File: src/rtl/audio_cap_pkg.sv
// rtl/audio_cap_pkg.sv - shared types and constants for the audio capture controller
//
// Purpose: capture state encoding, channel-select codes, default frame length
// and the stereo averaging helper used by the sample selector.
// Ports: none (package).
package audio_cap_pkg;

  localparam int FRAME_LEN_DEFAULT = 1024;

  typedef enum logic [1:0] {
    ST_IDLE  = 2'd0,
    ST_CLEAR = 2'd1,
    ST_FILL  = 2'd2,
    ST_READY = 2'd3
  } cap_state_e;

  // Code 2'b11 is not listed here; it falls back to the left channel.
  localparam logic [1:0] CH_LEFT  = 2'b00;
  localparam logic [1:0] CH_RIGHT = 2'b01;
  localparam logic [1:0] CH_AVG   = 2'b10;

  // Sign-extend both channels into a 17-bit sum, then drop the LSB
  // (arithmetic shift right by one, truncated back to 16 bits).
  function automatic logic [15:0] avg_sample(input logic [15:0] l, input logic [15:0] r);
    logic [16:0] sum;
    sum = {l[15], l} + {r[15], r};
    return sum[16:1];
  endfunction

endpackage

File: src/rtl/audio_sample_sel.sv
// rtl/audio_sample_sel.sv - registered channel selector / averager
//
// Purpose: picks left, right or the mono average out of a 32-bit stereo FIFO
// word and registers it (one cycle of latency).
// Ports:
//   clk, reset   - clock, synchronous active-high reset
//   en_i         - load a new sample this cycle
//   sel_i        - channel select code (see audio_cap_pkg)
//   word_i       - {left[15:0], right[15:0]}, two's complement
//   sample_o     - registered selected sample
module audio_sample_sel
  import audio_cap_pkg::*;
(
  input  logic        clk,
  input  logic        reset,
  input  logic        en_i,
  input  logic [1:0]  sel_i,
  input  logic [31:0] word_i,
  output logic [15:0] sample_o
);

  logic [15:0] sample_d;
  logic [15:0] sample_q;

  always_comb begin
    sample_d = word_i[31:16];
    case (sel_i)
      CH_RIGHT: sample_d = word_i[15:0];
      CH_AVG:   sample_d = avg_sample(word_i[31:16], word_i[15:0]);
      default:  sample_d = word_i[31:16];
    endcase
  end

  // Holding the value between loads keeps buf_wdata at the last written sample.
  always_ff @(posedge clk) begin
    if (reset) begin
      sample_q <= 16'd0;
    end else if (en_i) begin
      sample_q <= sample_d;
    end
  end

  assign sample_o = sample_q;

endmodule

File: src/rtl/audio_capture_ctrl.sv
// rtl/audio_capture_ctrl.sv - ADC FIFO to frame-buffer capture controller
//
// Purpose: on start, clears the ADC path, then reads FRAME_LEN stereo words
// from the ADC FIFO, writes the selected channel into a frame buffer and
// flags frame_ready until the consumer acknowledges. In continuous mode,
// samples arriving while the frame is held are read and discarded (counted
// in drop_count) and the next frame starts straight after frame_ack.
// Ports:
//   clk, reset            - clock, synchronous active-high reset
//   start, continuous     - arm a capture / re-arm after each acked frame
//   ch_sel                - channel select, latched on entry to a frame
//   adc_read/readdata/empty/clear - ADC FIFO interface (data one cycle after read)
//   buf_we/addr/wdata     - frame-buffer write port
//   frame_ready/frame_ack - frame handshake with the consumer
//   busy, drop_count      - status
module audio_capture_ctrl
  import audio_cap_pkg::*;
#(
  parameter int FRAME_LEN    = FRAME_LEN_DEFAULT,
  parameter int ADDR_W       = 10,
  parameter int CLEAR_CYCLES = 16
) (
  input  logic              clk,
  input  logic              reset,
  input  logic              start,
  input  logic              continuous,
  input  logic [1:0]        ch_sel,
  output logic              adc_read,
  input  logic [31:0]       adc_readdata,
  input  logic              adc_empty,
  output logic              adc_clear,
  output logic              buf_we,
  output logic [ADDR_W-1:0] buf_addr,
  output logic [15:0]       buf_wdata,
  output logic              frame_ready,
  input  logic              frame_ack,
  output logic              busy,
  output logic [15:0]       drop_count
);

  localparam int CLR_W = (CLEAR_CYCLES > 1) ? $clog2(CLEAR_CYCLES) : 1;
  localparam logic [CLR_W-1:0] CLR_LAST = CLR_W'(CLEAR_CYCLES - 1);
  localparam logic [ADDR_W:0]  LEN_CNT  = (ADDR_W + 1)'(FRAME_LEN);
  localparam logic [ADDR_W:0]  LAST_WR  = (ADDR_W + 1)'(FRAME_LEN - 1);

  cap_state_e       state_q;
  logic [1:0]       ch_sel_q;
  logic [CLR_W-1:0] clr_cnt_q;
  logic [ADDR_W:0]  iss_cnt_q;
  logic [ADDR_W:0]  wr_cnt_q;
  logic             rd_v1_q;      // a buffer read was issued last cycle; its data is on adc_readdata now
  logic             we_q;
  logic             adc_clear_q;
  logic             frame_ready_q;
  logic [15:0]      drop_q;
  logic [15:0]      drop_d;
  logic             fill_rd;
  logic             drop_rd;

  assign fill_rd = (state_q == ST_FILL) && !adc_empty && (iss_cnt_q < LEN_CNT);
  assign drop_rd = (state_q == ST_READY) && continuous && !adc_empty;
  assign drop_d  = (drop_q == 16'hFFFF) ? drop_q : drop_q + 16'd1;

  // Gated by reset so nothing is pulled from the FIFO while the block is being reset.
  assign adc_read = !reset && (fill_rd || drop_rd);

  always_ff @(posedge clk) begin
    if (reset) begin
      state_q       <= ST_IDLE;
      ch_sel_q      <= CH_LEFT;
      clr_cnt_q     <= '0;
      iss_cnt_q     <= '0;
      wr_cnt_q      <= '0;
      rd_v1_q       <= 1'b0;
      we_q          <= 1'b0;
      adc_clear_q   <= 1'b0;
      frame_ready_q <= 1'b0;
      drop_q        <= 16'd0;
    end else begin
      // Only reads issued in FILL turn into writes; discard reads never reach the buffer.
      rd_v1_q <= fill_rd;
      we_q    <= rd_v1_q;
      if (fill_rd) iss_cnt_q <= iss_cnt_q + 1'b1;
      if (we_q)    wr_cnt_q  <= wr_cnt_q + 1'b1;
      if (drop_rd) drop_q    <= drop_d;

      case (state_q)
        ST_IDLE: begin
          if (start) begin
            state_q     <= ST_CLEAR;
            adc_clear_q <= 1'b1;
            clr_cnt_q   <= '0;
            drop_q      <= 16'd0;
            ch_sel_q    <= ch_sel;
          end
        end
        ST_CLEAR: begin
          if (clr_cnt_q == CLR_LAST) begin
            state_q     <= ST_FILL;
            adc_clear_q <= 1'b0;
            iss_cnt_q   <= '0;
            wr_cnt_q    <= '0;
          end else begin
            clr_cnt_q <= clr_cnt_q + 1'b1;
          end
        end
        ST_FILL: begin
          // All reads were issued at least two cycles earlier, so none is in flight here.
          if (we_q && (wr_cnt_q == LAST_WR)) begin
            state_q       <= ST_READY;
            frame_ready_q <= 1'b1;
          end
        end
        ST_READY: begin
          if (frame_ack) begin
            frame_ready_q <= 1'b0;
            if (continuous) begin
              state_q   <= ST_FILL;
              ch_sel_q  <= ch_sel;
              iss_cnt_q <= '0;
              wr_cnt_q  <= '0;
            end else begin
              state_q <= ST_IDLE;
            end
          end
        end
        default: state_q <= ST_IDLE;
      endcase
    end
  end

  audio_sample_sel u_sample_sel (
    .clk      (clk),
    .reset    (reset),
    .en_i     (rd_v1_q),
    .sel_i    (ch_sel_q),
    .word_i   (adc_readdata),
    .sample_o (buf_wdata)
  );

  assign adc_clear   = adc_clear_q;
  assign buf_we      = we_q;
  assign buf_addr    = wr_cnt_q[ADDR_W-1:0];
  assign frame_ready = frame_ready_q;
  assign busy        = (state_q != ST_IDLE);
  assign drop_count  = drop_q;

endmodule

File: config.mk
export PLATFORM = sky130hd
export DESIGN_NAME = audio_capture_ctrl
export DESIGN_NICKNAME = d
export VERILOG_FILES = /design/src/rtl/audio_cap_pkg.sv /design/src/rtl/audio_sample_sel.sv /design/src/rtl/audio_capture_ctrl.sv
export SDC_FILE = /design/constraint.sdc
export NUM_CORES = 1
export LEC_CHECK = 0
export ABC_AREA = 1
export CORE_UTILIZATION = 45
export DETAILED_ROUTE_END_ITERATION = 10
export PLACE_DENSITY = 0.68
export SYNTH_ARGS = -nofsm -noshare
export SYNTH_HDL_FRONTEND = slang
export SYNTH_SLANG_ARGS = --single-unit
File: constraint.sdc
create_clock -name clk -period 2.1 [get_ports clk]
set_input_delay 0.63 -clock clk [delete_from_list [all_inputs] [get_ports clk]]
set_output_delay 0.63 -clock clk [all_outputs]
set_load 0.01 [all_outputs]
# ---- After elaboration in Yosys (flattened, before gate mapping)
# Index checks and enable logic that the tools add are counted.
dict set report word_totals {
  output_inout_bits 47
  reg_bits 66
  word_cells 84
  in_bits 40
}
dict set report op_classes {
  add_sub_neg 5
  order_cmp 1
  n_reduce_logical 19
  eq_ne 14
  mux 34
}
# cell n
set ops {}
lappend ops {{$mux 11} 8}
lappend ops {{$mux 16} 4}
lappend ops {{$pmux 11 s2} 2}
lappend ops {{$pmux 16 s2} 1}
lappend ops {{$add 11x1->11 const B} 2}
lappend ops {{$add 16x16->17} 1}
lappend ops {{$add 16x1->16 const B} 1}
lappend ops {{$eq 16x16->1 const B} 1}
lappend ops {{$mux 2} 8}
lappend ops {{$eq 11x10->1 const B} 1}
lappend ops {{$lt 11x11->1 const B} 1}
lappend ops {{$ne 2x2->1 const B} 5}
lappend ops {{$reduce_and 3->1} 3}
lappend ops {{$mux 4} 2}
lappend ops {{$pmux 2 s4} 1}
lappend ops {{$pmux 4 s2} 1}
lappend ops {{$reduce_and 4->1} 2}
lappend ops {{$reduce_bool 2->1} 4}
lappend ops {{$eq 2x2->1 const B} 3}
lappend ops {{$logic_and 1x1->1} 6}
lappend ops {{$add 4x1->4 const B} 1}
lappend ops {{$eq 2x1->1 const B} 2}
lappend ops {{$eq 4x4->1 const B} 1}
lappend ops {{$mux 1} 4}
lappend ops {{6 further kinds} 8}

# ---- Logic depth before layout (Yosys ltp)
dict set report logic_depth {
  ltp_word 7
  depth_mapped 14
  depth_no_buf 14
}

# ---- Cells and area by module
# From an unflattened synthesis, not the netlist that was laid out.
dict set report unflattened {
  hier_cells 731
  hier_area_um2 4586.9
}
# mod seq_area_each_um2 cells_per_inst area_each_um2 n_inst
set by_module_without_submodules {}
lappend by_module_without_submodules {audio_capture_ctrl 1001.0 384 2671.3 1}
lappend by_module_without_submodules {audio_sample_sel 320.3 347 1915.6 1}

# ---- Worst setup path after synthesis
# No wires, ideal clock.
dict set report synth_path {
  path_type {input to register}
  from {in adc_readdata[1]}
  to {reg u_sample_sel.sample_q[15], in the netlist u_sample_sel.sample_o[15]}
  setup_time_ns 0.132
  n_path_buf 0
  t_arrival_ns 1.814
  path_slack_ns 0.153
  required_time_ns 1.968
  cell_stages 14
  path_cell_list {inv_1 fa_1 inv_1 nand2_1 nand2_1 nand3_1 nand2_1 nand2_1 nand2_1 nand2_1 nand3_1 nand2_1 nand2_1 a21oi_1}
}
dict set report synth_between {
  elab_chain_cells 2
}
# element line
set synth_rtl {}
lappend synth_rtl {{start, declared} audio_capture_ctrl.sv:29} ;# input logic [31:0] adc_readdata,
lappend synth_rtl {{$add 16x16->17} audio_cap_pkg.sv:26} ;# sum = {l[15], l} + {r[15], r};
lappend synth_rtl {{$pmux 16 s2} audio_sample_sel.sv:27} ;# case (sel_i)
lappend synth_rtl {{end signal, assigned} audio_sample_sel.sv:39} ;# sample_q <= sample_d;
lappend synth_rtl {{end, declared} audio_sample_sel.sv:23} ;# logic [15:0] sample_q;
# No other way between the ends.
# A chain may end at the register's enable or synchronous reset.

# ---- Worst setup path after layout
dict set report layout_path {
  from {reg we_q, in the netlist buf_we}
  to {out buf_we}
}
# element line
set layout_lines {}
lappend layout_lines {{start, declared} audio_capture_ctrl.sv:52} ;# logic we_q;
lappend layout_lines {{start signal, assigned} audio_capture_ctrl.sv:82} ;# we_q <= rd_v1_q;
lappend layout_lines {{end, declared} audio_capture_ctrl.sv:32} ;# output logic buf_we,
# No word-level cell between the ends.

==> results.txt <==
* Highest clock rate: 0.486 GHz
* Largest fanout of any net on the critical path: 8
* Floorplan die area: 10100 sq um
- Count of yosys warnings during synthesis: 0
* Cell with the largest stage delay on the worst path: sky130_fd_sc_hd__clkdlybuf4s50_1
- Period utilisation layout: 0.979
* Post-Layout Cell Count: 947
- VDD sags by at most 474 uV.
- Of the total synthesized cell area, the portion taken by AND, OR, NAND and NOR gates is 0.328.
- Setup violations remaining at the end of the flow were counted as 0.
- CTS H-tree lvls: 3
- TritonCTS built the clock tree.
- Number of different library cells in the post-synthesis netlist: 37
- Ratio of cells with drive above 1 in the final layout: 0.186
* WP data arrival: 1430 ps
* Number of flip-flops and latches in the synthesized netlist: 66
- The count of nets left with antenna violations once routing finished came out at 0.
- The mapped netlist covers 4350 sq um.
* Clk slew on worst S/H paths: 80 ps
* Number of global-route vias before repair: 4404
* Sequential fraction of the synthesis area: 0.303
- From synthesis to final layout, the design area changed by 43.2%.
* Number of buffers on the longest clock path: 2
- The worst setup path is of the reg -> out kind.
- By count the netlist is led by 173 x sky130_fd_sc_hd__nand2_1, 104 x sky130_fd_sc_hd__inv_1, 80 x sky130_fd_sc_hd__nor2_1.
* Reg power frac: 0.309
* Leakage power: 0.00291 uW
- Final layout net count: 875
- Counting both buffers and inverters, the worst setup path holds a total of 1.
- The worst setup path is captured at an output port.
- Mux cell area share after synthesis: 0
* Clock tree sinks: 66
- Clock Skews: 12.7 ps
- Post-synthesis async set-or-reset flop share: 0
* Number of vias after detailed routing: 4643
* Die Ht: 100 um
* Critical Path Start Type: flop
- Count of max-cap constraint violations: 0
- The initialized floorplan defines 35 standard-cell rows.
* Global placement routability congestion: 0.879
* Final WL: 12000 um
* Synthesized-area fraction occupied by adder cells: 0.0649
- Cells along the critical path: clkdlybuf4s50_1
- The total overflow left after global routing is 0.
- In this run the power spent charging and discharging nets is 1820 uW.
* Worst hold path type: reg -> reg
* Proportion of netlist area held by the largest area contributor: 0.303
* Int Pwr: 2870 uW
- By area the synthesized netlist is led by sky130_fd_sc_hd__dfxtp_1 30%, sky130_fd_sc_hd__nand2_1 15%, sky130_fd_sc_hd__inv_1 9.0%.
* Standard cell core area: 9330 sq um
- Library cell with the highest instance count after synthesis: sky130_fd_sc_hd__nand2_1
- HPWL after DPL: 8530 um
* Number of buffers inserted by port buffering: 86
- Clock tree synthesis inserted a total of 9 buffers.
- Including well taps, the total number of placed cells is 924.
- Final worst setup slack: 43.1 ps
* RSZ-0062 raised after global routing: no
- After layout, the minimum clock period comes to 2060 ps.
- In the routed design, unresolved DRC markers number 0.
- Area fraction in compound gates after synthesis: 0.138
- STA puts the critical path data required time at 1470 ps.
- Clock root buffer master: sky130_fd_sc_hd__clkbuf_8
- Fraction of synthesized cell area in xor and xnor cells: 0.0402
* Later-pin clock latency in the skew report: 340 ps
- Number of nets produced by synthesis: 744
* First DRT Iteration DRCs: 171
- Number of antenna cells inserted: 0
- Result of the run: finished clean
* Total negative setup slack: 0 ps
- Of the total power, the share spent switching nets is 0.388.
* Wire length of the first global-routing pass: 19500 um
- Counting flops with a built-in enable in the synthesized netlist gives 0.
* Portion of total power attributed to the clock network: 0.258
* Max_slew headroom: 0.591
- CP peak stage delay: 600 ps
* Power density normalized to cell area: 752 nW/um^2
* Main combinational cell family by area after synthesis: simple AND/OR/NAND/NOR gates
- The die is 100 um wide.
- Detailed-router iteration count before antenna repair: 6
* Number of instances in the synthesized netlist: 682
- In this run the count of I/O pins placed on the die edge is 87.
- In the global route stage, overall resource usage came out at 0.239.
- Primary flip-flop cell chosen by synthesis mapping: sky130_fd_sc_hd__dfxtp_1
* Final max-slew violation count: 0
- Power share of the combinational group: 0.433
- Initial cell density of the core: 0.467
- Via density: 4.90
- Measured slew at the worst slew-check pin: 614 ps
* Worst setup timing slack at the placement stage: -564 ps
- Post-DR wirelength/cell: 12.7 um
* Maximum number of pins on one net before global-route repair: 29
* Fin. Hold Viols: 0
- Largest delay share family, worst path: buffers and inverters
- The initial antenna violation count came to 0.
- The largest total area in the synthesized netlist belongs to sky130_fd_sc_hd__dfxtp_1.
- A synthesized cell averages 6.38 sq um.
==> cell type report <==
type	instances	area, sq um
tap	129	161
multi-input combinational	484	2780
clock inverter	6	90.1
sequential	66	1320
timing repair buffer	144	1340
fill	842	3090
inverter	108	405
clock buffer	10	128
==> state kept, by name (all words and copies together), names as in the netlist <==
| name | count |
|---|---|
| adc_clear | 1 |
| buf_we | 1 |
| ch_sel_q | 2 |
| clr_cnt_q | 4 |
| drop_count | 16 |
| frame_ready | 1 |
| iss_cnt_q | 11 |
| rd_v1_q | 1 |
| state_q | 2 |
| u_sample_sel.sample_o | 16 |
| wr_cnt_q | 11 |
==> path summary, 6_finish.rpt <==
path | start | end | slack [ps] | cells past startpoint
hold reg to reg | iss_cnt_q[8] | iss_cnt_q[8] | 460 | 2
setup / recovery | buf_we | buf_we | 40 | 1
setup reg to reg | drop_count[0] | drop_count[0] | 230 | 11
hold / removal | iss_cnt_q[8] | iss_cnt_q[8] | 460 | 2
==> power by group through the flow <==
stage                     Clock [uW]  Sequential, uW  Combinational, uW
after floorplan                    0            1480               1120
after global placement             0            1470               1840
after detailed placement           0            1470               1860
after CTS                       1230            1450               1910
after global routing            1280            1470               2250
final                           1210            1450               2030
==> placed cells by master (no fill, tap or decap), drive strengths merged, types with 3 or more instances in the layout <==
cell	Yosys	routed
xor2	16	16
nand3	27	27
inv	108	109
or2	3	3
nand3b	3	3
nand4	8	8
a21oi	72	72
clkbuf	11	10
xnor2	4	4
dfxtp	66	66
dlymetal6s2s	0	24
clkdlybuf4s50	0	55
nor2	86	86
a311oi	5	5
nand2	180	180
ha	21	21
o21ai	33	33
dlygate4sd2	0	6
nor3	16	16
buf	13	59
==> cells by family (layout without fill, tap and decap cells) <==
logic type	after synthesis	in the layout
adders and majority gates	22	22
xor gates and xnor gates	20	20
and+or+nand+nor	328	328
DFF	66	66
AOI/OAI and AO/OA	114	114
buffers and inverters	132	268
==> routing by layer <==
layer	vias to the layer above	routed length, um	track usage
li1	2417	-	-
met3	10	473	0.0376
met5	-	0	0
met1	2119	5720	0.309
met4	0	113	0.0792
met2	97	5680	0.407
==> what timing repair did <==
action / CTS / global route
hold buffers: 0 / 0
pin swaps: 6 / 9
resized for setup: 32 / 62
endpoints found under the setup margin: 14 / 15
setup buffers: 3 / 4
==> per-stage QoR <==
step / power (uW) / hold WS (ps) / instance area, sq um / util
floorplan: 2600 / 432 / 4350 / -
CTS: 4590 / 463 / 5930 / 0.635
global route: 5000 / 484 / 6230 / 0.668
detailed placement: 3340 / 452 / 5620 / 0.602
finish: 4690 / 464 / 6230 / 0.668
global placement: 3310 / 447 / 5620 / 0.602
==> worst min-delay path, delay by kind of cell (launching register included) <==
family | cells | cell delay (ps)
buffers and inverters | 1 | 60
DFF | 1 | 300
AOI/OAI and AO/OA | 1 | 60
Note: power is estimated with default switching activity, not from simulation.
